==> src/rtl/pipeline_hazard_ctrl_pkg.sv <==
// Shared types and helpers for the MIPS pipeline hazard controller.
// Holds the MDU state encoding and the r0-aware register compare.
package pipeline_hazard_ctrl_pkg;

  typedef enum logic {MDU_IDLE, MDU_BUSY} mdu_state_t;

  localparam logic [4:0] REG_ZERO = 5'd0;

  // r0 is hardwired to zero, so it can never carry a pending result
  function automatic logic reg_match(input logic [4:0] dst, input logic [4:0] src);
    return (dst != REG_ZERO) && (dst == src);
  endfunction

endpackage

==> src/rtl/pipeline_hazard_ctrl_mdu_timer.sv <==
// Multiply/divide busy window: IDLE/BUSY FSM with a LAT-cycle countdown.
// Busy starts the edge after mdu_start_e; starts while busy are ignored.
module mdu_timer
  import pipeline_hazard_ctrl_pkg::*;
#(
  parameter int MULT_LAT = 4,
  parameter int DIV_LAT  = 32,
  parameter int CNT_W    = 6
) (
  input  logic clk,
  input  logic rst,
  input  logic mdu_start_e,
  input  logic mdu_div_e,
  output logic mdu_busy,
  output logic mdu_done
);

  mdu_state_t       state, state_nxt;
  logic [CNT_W-1:0] cnt, cnt_nxt;

  always_ff @(posedge clk or posedge rst) begin
    if (rst) begin
      state <= MDU_IDLE;
      cnt   <= '0;
    end else begin
      state <= state_nxt;
      cnt   <= cnt_nxt;
    end
  end

  // Loaded with LAT-1 and run down to zero, giving exactly LAT busy cycles
  always_comb begin
    state_nxt = state;
    cnt_nxt   = cnt;
    mdu_busy  = 1'b0;
    mdu_done  = 1'b0;
    case (state)
      MDU_IDLE: begin
        if (mdu_start_e) begin
          state_nxt = MDU_BUSY;
          cnt_nxt   = mdu_div_e ? CNT_W'(DIV_LAT - 1) : CNT_W'(MULT_LAT - 1);
        end
      end
      MDU_BUSY: begin
        mdu_busy = 1'b1;
        if (cnt == '0) begin
          mdu_done  = 1'b1;
          state_nxt = MDU_IDLE;
        end else begin
          cnt_nxt = cnt - CNT_W'(1);
        end
      end
      default: state_nxt = MDU_IDLE;
    endcase
  end

endmodule

==> src/rtl/pipeline_hazard_ctrl.sv <==
// Hazard/sequencing control for the 5-stage pipeline; stalls and flushes are combinational.
// Precedence per cycle: hazard stall > taken transfer > fetch wait; lost cycles counted.
module pipeline_hazard_ctrl
  import pipeline_hazard_ctrl_pkg::*;
#(
  parameter int PC_BITS  = 32,
  parameter int MULT_LAT = 4,
  parameter int DIV_LAT  = 32,
  parameter int CNT_W    = 6
) (
  input  logic        clk,
  input  logic        rst,
  input  logic [4:0]  rs_d,
  input  logic [4:0]  rt_d,
  input  logic        uses_rt_d,
  input  logic        branch_d,
  input  logic        take_d,
  input  logic        mdu_op_d,
  input  logic        hilo_rd_d,
  input  logic [4:0]  write_reg_e,
  input  logic        reg_write_e,
  input  logic        mem_to_reg_e,
  input  logic [4:0]  write_reg_m,
  input  logic        mem_to_reg_m,
  input  logic        mdu_start_e,
  input  logic        mdu_div_e,
  input  logic        imem_ready,
  output logic        stall_f,
  output logic        stall_d,
  output logic        flush_d,
  output logic        flush_e,
  output logic        mdu_busy,
  output logic        mdu_done,
  output logic [31:0] stall_cycles
);

  if (PC_BITS < 1 || MULT_LAT < 2 || DIV_LAT < MULT_LAT ||
      (DIV_LAT - 1) >= (1 << CNT_W)) begin : g_bad_params
    $error("pipeline_hazard_ctrl: inconsistent parameters");
  end

  logic lu, bh, mh, hz;
  logic e_hits_src, m_hits_src;

  mdu_timer #(
    .MULT_LAT (MULT_LAT),
    .DIV_LAT  (DIV_LAT),
    .CNT_W    (CNT_W)
  ) u_mdu_timer (
    .clk         (clk),
    .rst         (rst),
    .mdu_start_e (mdu_start_e),
    .mdu_div_e   (mdu_div_e),
    .mdu_busy    (mdu_busy),
    .mdu_done    (mdu_done)
  );

  // Branches compare in D, so both operands must be final, not just forwardable
  assign e_hits_src = reg_match(write_reg_e, rs_d) || reg_match(write_reg_e, rt_d);
  assign m_hits_src = reg_match(write_reg_m, rs_d) || reg_match(write_reg_m, rt_d);

  assign lu = mem_to_reg_e &&
              (reg_match(write_reg_e, rs_d) || (uses_rt_d && reg_match(write_reg_e, rt_d)));
  assign bh = branch_d && ((reg_write_e && e_hits_src) || (mem_to_reg_m && m_hits_src));
  assign mh = mdu_busy && (mdu_op_d || hilo_rd_d);
  assign hz = lu || bh || mh;

  always_comb begin
    stall_f = 1'b0;
    stall_d = 1'b0;
    flush_d = 1'b0;
    flush_e = 1'b0;
    if (rst) begin
      flush_d = 1'b1;
      flush_e = 1'b1;
    end else if (hz) begin
      stall_f = 1'b1;
      stall_d = 1'b1;
      flush_e = 1'b1;
    end else if (take_d) begin
      // PC must load the target, so a pending fetch wait cannot hold it
      flush_d = 1'b1;
    end else if (!imem_ready) begin
      stall_f = 1'b1;
      flush_d = 1'b1;
    end
  end

  always_ff @(posedge clk or posedge rst) begin
    if (rst) begin
      stall_cycles <= '0;
    end else if (stall_d && stall_cycles != 32'hFFFF_FFFF) begin
      stall_cycles <= stall_cycles + 32'd1;
    end
  end

endmodule

==> config.mk <==
export PLATFORM = sky130hd
export DESIGN_NAME = pipeline_hazard_ctrl
export DESIGN_NICKNAME = d
export VERILOG_FILES = /design/src/rtl/pipeline_hazard_ctrl_pkg.sv /design/src/rtl/pipeline_hazard_ctrl_mdu_timer.sv /design/src/rtl/pipeline_hazard_ctrl.sv
export SDC_FILE = /design/constraint.sdc
export NUM_CORES = 1
export LEC_CHECK = 0
export CORE_ASPECT_RATIO = 1.75
export CORE_MARGIN = 4
export CORE_UTILIZATION = 50
export CTS_CLUSTER_DIAMETER = 30
export DETAILED_ROUTE_END_ITERATION = 8
export DONT_BUFFER_PORTS = 1
export PLACE_DENSITY = 0.65
export RECOVER_POWER = 25
export SLEW_MARGIN = 40
export SYNTH_ARGS = -nofsm -noshare
export SYNTH_HDL_FRONTEND = slang
export SYNTH_SLANG_ARGS = --single-unit
==> constraint.sdc <==
create_clock -name clk -period 3.6 [get_ports clk]
set_clock_uncertainty 0.2 [all_clocks]
set_input_delay 0.36 -clock clk [delete_from_list [all_inputs] [get_ports clk]]
set_output_delay 0.36 -clock clk [all_outputs]
set_load 0.01 [all_outputs]
======== After elaboration in Yosys (flattened, before gate mapping) ========
Index checks and enable logic that the tools add are counted.
operators by class
  reductions and logical operators ........ 22
  eq/ne operators ......................... 7
  mux-type cells .......................... 20
  $add $sub $neg .......................... 2
  bitwise logic cells ..................... 1
operator list
  operator                                           number
  adder 32 x 1 -> 32 bit (second input constant)     1
  inequality test 32 bit (second input constant)     1
  equality test 5 bit                                4
  two-way mux 1 bit                                  15
  two-way mux 6 bit                                  2
  one-hot mux 6 bit (2 select lines)                 1
  logical AND 1 bit                                  11
  nonzero test 5 bit                                 2
  logical OR 1 bit                                   7
  logical NOT 6 bit                                  1
  subtractor 6 x 1 -> 6 bit (second input constant)  1
  two-way mux 5 bit                                  1
  inequality test 2 bit (second input constant)      2
  one-hot mux 1 bit (2 select lines)                 1
  AND reduction 2 bit                                1
  NOT 1 bit                                          1
storage, ports and cells
  input port bits ......................... 33
  logic and storage cells ................. 55
  register bits ........................... 39

======== Longest topological paths before layout ========
  depth in word-level cells ............... 11
  depth in mapped cells ................... 9
  mapped depth without buffers ............ 9

======== Modules after synthesis ========
Synthesis repeated with hierarchy kept, for this count alone.
unflattened totals
  cells, all modules ...................... 241
  area total of the unflattened synthesis .. 2371.0 um^2
by module, submodules not included
  module                area an instance (um^2)  sequential area each (um^2)  times used  cells each
  pipeline_hazard_ctrl  1935.6                   800.8                        1           195
  mdu_timer             435.4                    175.2                        1           46

======== Worst setup path after synthesis ========
Ideal clock, no wire load.
  path type ............................... input to output
  start point ............................. input port write_reg_m[0]
  end point ............................... output port flush_d
  path slack .............................. 1363 ps
  arrival time ............................ 1677 ps
  required time ........................... 3040 ps
  stages .................................. 5
  cell sequence ........................... or3_1 -> o311a_1 -> a21oi_4 -> nand2_1 -> o21ai_0
on the way
  word-level cells in the longest chain between the ends .. 10
ends and longest elaborated chain
  what                                                       RTL line                        text
  start: declaration                                         pipeline_hazard_ctrl.sv:23      input logic [4:0] write_reg_m,
  equality test 5 bit or nonzero test 5 bit (tied branches)  pipeline_hazard_ctrl_pkg.sv:11  return (dst != REG_ZERO) && (dst == src);
  logical AND 1 bit                                          pipeline_hazard_ctrl_pkg.sv:11
  logical OR 1 bit *                                         pipeline_hazard_ctrl.sv:60      assign m_hits_src = reg_match(write_reg_m, rs_d) || reg_match(write_reg_m, rt_d);
  logical AND 1 bit *                                        pipeline_hazard_ctrl.sv:64      assign bh = branch_d && ((reg_write_e && e_hits_src) || (mem_to_reg_m && m_hits_src));
  logical OR 1 bit *                                         pipeline_hazard_ctrl.sv:64
  logical AND 1 bit *                                        pipeline_hazard_ctrl.sv:64
  logical OR 1 bit * (2 in a row)                            pipeline_hazard_ctrl.sv:66      assign hz = lu || bh || mh;
  two-way mux 1 bit *                                        pipeline_hazard_ctrl.sv:76      end else if (hz) begin
  two-way mux 1 bit *                                        pipeline_hazard_ctrl.sv:73      if (rst) begin
  end: declaration                                           pipeline_hazard_ctrl.sv:30      output logic flush_d,
Mark *: on every way between the ends. The rest lies on a longest branch, timed or not.

======== Final worst setup path ========
  start point ............................. register u_mdu_timer.state
  end point ............................... output port flush_d
on the way
  word-level cells in the longest chain between the ends .. 5
ends and longest elaborated chain
  what                      RTL line                              text
  start: declaration        pipeline_hazard_ctrl_mdu_timer.sv:18  mdu_state_t state, state_nxt;
  start signal: assignment  pipeline_hazard_ctrl_mdu_timer.sv:26  state <= state_nxt;
  two-way mux 1 bit         pipeline_hazard_ctrl_mdu_timer.sv:37  case (state)
  logical AND 1 bit         pipeline_hazard_ctrl.sv:65            assign mh = mdu_busy && (mdu_op_d || hilo_rd_d);
  logical OR 1 bit          pipeline_hazard_ctrl.sv:66
  two-way mux 1 bit         pipeline_hazard_ctrl.sv:76
  two-way mux 1 bit         pipeline_hazard_ctrl.sv:73
Every way passes these cells.

==> run_results.csv <==
group,metric,value,unit
status,status,"finished, final reports clean",
power_and_ir_drop,finalPower,0.001220,W
detailed_routing,wl_per_cell,17.53,µm
clock_network,clk_latency,0.29,ns
setup_path,reg2reg_depth,6,
sta,period_share,0.7203,
yosys,synth_fp_nets,262,
place,gp_congestion,0.7986,
setup_path,crit_arrival,2.03,ns
cells_and_area,antennaDiodeCount,0,
setup_path,critical_path.max_fanout,15,
clock_network,cts.sinks,39,
yosys,synth_area_per_cell,10.41,µm²
flow_run,drv_cap,0,
detailed_routing,vias,1671,
yosys,synth.ff_latch_count,39,
setup_path,critPathRequiredTime,3.04,ns
setup_path,path_class,"reg2out",
detailed_routing,drt_iter0_markers,46,
cells_and_area,area_delta_synth_final,4.818,%
sta,setup_viol,0,
yosys,ys_warn_count,0,
detailed_routing,drt_first_pass_iters,4,
power_and_ir_drop,max-vdd-ir-drop,420.3,µV
power_and_ir_drop,powerDensity,492.3,nW/µm²
detailed_routing,via_per_inst,5.947,
setup_path,critical_path.startpoint_type,"flop",
global_routing,grt_pass1_wl,7969,µm
cells_and_area,fillers,409,
cells_and_area,nets,264,
floorplan,coreArea,4484,µm²
clock_network,cts_made_buffers,5,
detailed_routing,remaining_drc_errors,0,
yosys,ys_types,48,
cells_and_area,final_layout_size_suffix_gt1_frac,0.1522,
place,buffer_ports.inserted,0,
floorplan,dieWidth,59.97,µm
yosys,synth_flop_cell,"dfrtp_1",
clock_network,htree_levels,2,
clock_network,cts_hold_buf,1,
sta,report.final.hold_viol_count,0,
sta,fin_crit,2.593,ns
global_routing,antenna_found_initial,0,
floorplan,num_rows,32,
place,dp_hpwl,3772,µm
yosys,synth_cells,227,
yosys,synth_area,2364,µm²
yosys,synth_seq_area_share,0.4129,
floorplan,die_y,98.95,µm
clock_network,clk_root_buffer_cell,"clkbuf_8",
global_routing,grt_max_degree,24,
min_path,hp-class,"in2reg",
yosys,synth_edf_count,0,
global_routing,grt_pass1_vias,1707,
floorplan,dieArea,5934,µm²
detailed_routing,ant_nets,0,
detailed_routing,wl,4926,µm
sta,fmax,0.3856,GHz
power_and_ir_drop,p_leak,1.052,nW
floorplan,start_util,0.5271,
yosys,async_flop_share,1.000,
sta,relSlewSlack,0.5440,
sta,tightest_slew,0.6833,ns
clock_network,cts_resized,0,
floorplan,num_io_pins,71,
setup_path,crit_path_end_kind,"primary output",
sta,rsz0062_at_grt,"no",
sta,final.setup.tns,0,ns
global_routing,grt.overflow.total,0,
global_routing,grt.total_usage,0.1751,
clock_network,ctsLongestPathBuffers,2,
clock_network,cts_setup_buffers,0,
clock_network,clk_pin_slew_worst_paths,0.09,ns
sta,drv_slew,0,
clock_network,cts_tree,"built",
min_path,holdPathStages,2,
## final timing paths
check                                                    start                              to  slack [ns]
worst max-delay path               u_mdu_timer.state$_DFF_PP0_                         flush_d        1.01
worst min-delay path                                 mdu_div_e  u_mdu_timer.cnt[4]$_DFFE_PP0P_        0.05
worst max register to register     u_mdu_timer.state$_DFF_PP0_    stall_cycles[24]$_DFFE_PP0P_        1.04
worst min register to register  u_mdu_timer.cnt[5]$_DFFE_PP0P_  u_mdu_timer.cnt[5]$_DFFE_PP0P_        0.32
max in group asynchronous                                  rst     stall_cycles[5]$_DFFE_PP0P_        2.01
min in group asynchronous                                  rst    stall_cycles[27]$_DFFE_PP0P_        0.44
## state kept, by name, summed over array words and instances (netlist names)
signal and flops:
stall_cycles 32, u_mdu_timer.cnt 6, u_mdu_timer.state 1
## routing by layer
metal,global-route usage,up-vias,routed length [µm]
met5,0,-,0
met3,0.05767,10,424
met1,0.2015,800,1922
met2,0.2892,63,2477
met4,0.07167,0,101
li1,-,798,-
## worst max-delay path: stages (launching register included)
cell     delay (ns)
dfrtp_1        0.58
o21a_1         0.22
a41o_1         0.25
a21oi_4        0.23
nand2_1        0.10
o21ai_0        0.37
## placed cells by master, fill, tap and decap left out, types with 2 or more instances in the layout
cell / n
nand4b_1: 2
nor3_2: 2
nand3_1: 10
and3_2: 3
clkinvlp_4: 2
o21ai_0: 4
nand4_1: 14
a31oi_1: 2
inv_1: 7
and3_1: 9
dfrtp_1: 39
and4_4: 2
nor2_1: 13
a21oi_4: 2
and2_1: 2
nand2_2: 2
nand2_1: 16
nand3_2: 7
and4_1: 3
ha_1: 2
nor3_1: 2
xor2_1: 8
xnor2_1: 44
a211oi_1: 2
clkbuf_8: 5
## metrics by stage
step	hold WS [ns]	setup slack (ns)	instances	cell area [µm²]	utilization
final	0.05148	1.007	281	2477	0.5525
after detailed placement	0.1925	1.067	272	2379	0.5304
after floorplan	0.2638	1.363	227	2364	-
after global placement	0.1977	1.100	272	2379	0.5304
after CTS	0.04781	0.9889	281	2477	0.5525
after global routing	0.06867	0.8795	281	2477	0.5525
## area by class of cell
cell class | instances | area (µm²) | share of cell area
clock inverters | 3 | 20.02 | 0.008081
repair buffers | 2 | 17.52 | 0.007071
multi-input cells | 174 | 1305 | 0.5268
well taps | 51 | 63.81 | 0.02576
inverters | 7 | 26.28 | 0.01061
flip-flops and latches | 39 | 975.9 | 0.3939
clock buffers | 5 | 68.82 | 0.02778
## cells in the mapped netlist (3+ instances only)
library cell  count  share of area
nand2_1          16          0.025
inv_1             7          0.011
clkbuf_1          3         0.0048
o21ai_0           4         0.0085
nor2_1           13          0.021
nand3_1          10          0.021
and3_1            9          0.024
and4_1            3          0.011
nand4_1          14          0.037
dfrtp_1          39           0.41
buf_6             4          0.019
xor2_1            8          0.030
nand3_2           7          0.030
and3_2            3         0.0095
xnor2_1          44           0.16
## report_power, final
group	leakage, nW	internal, W	switching, W
Combinational	0.494	0.000139	0.000165
Sequential	0.518	0.000510	0.000106
Clock	0.0402	0.000135	0.000164
## kinds of logic (layout without fill, tap and decap cells)
group / Yosys count / count (layout) / synth area share
buffers and inverters: 14 / 17 / 0.03494
adder cells (fa/ha/maj): 2 / 2 / 0.01059
XOR/XNOR: 52 / 52 / 0.1927
AND/OR/NAND/NOR: 97 / 97 / 0.2589
multiplexers: 2 / 2 / 0.009528
AO/OA/AOI/OAI: 21 / 21 / 0.08047
flip-flops: 39 / 39 / 0.4129
Note: power is estimated with default switching activity, not from simulation.
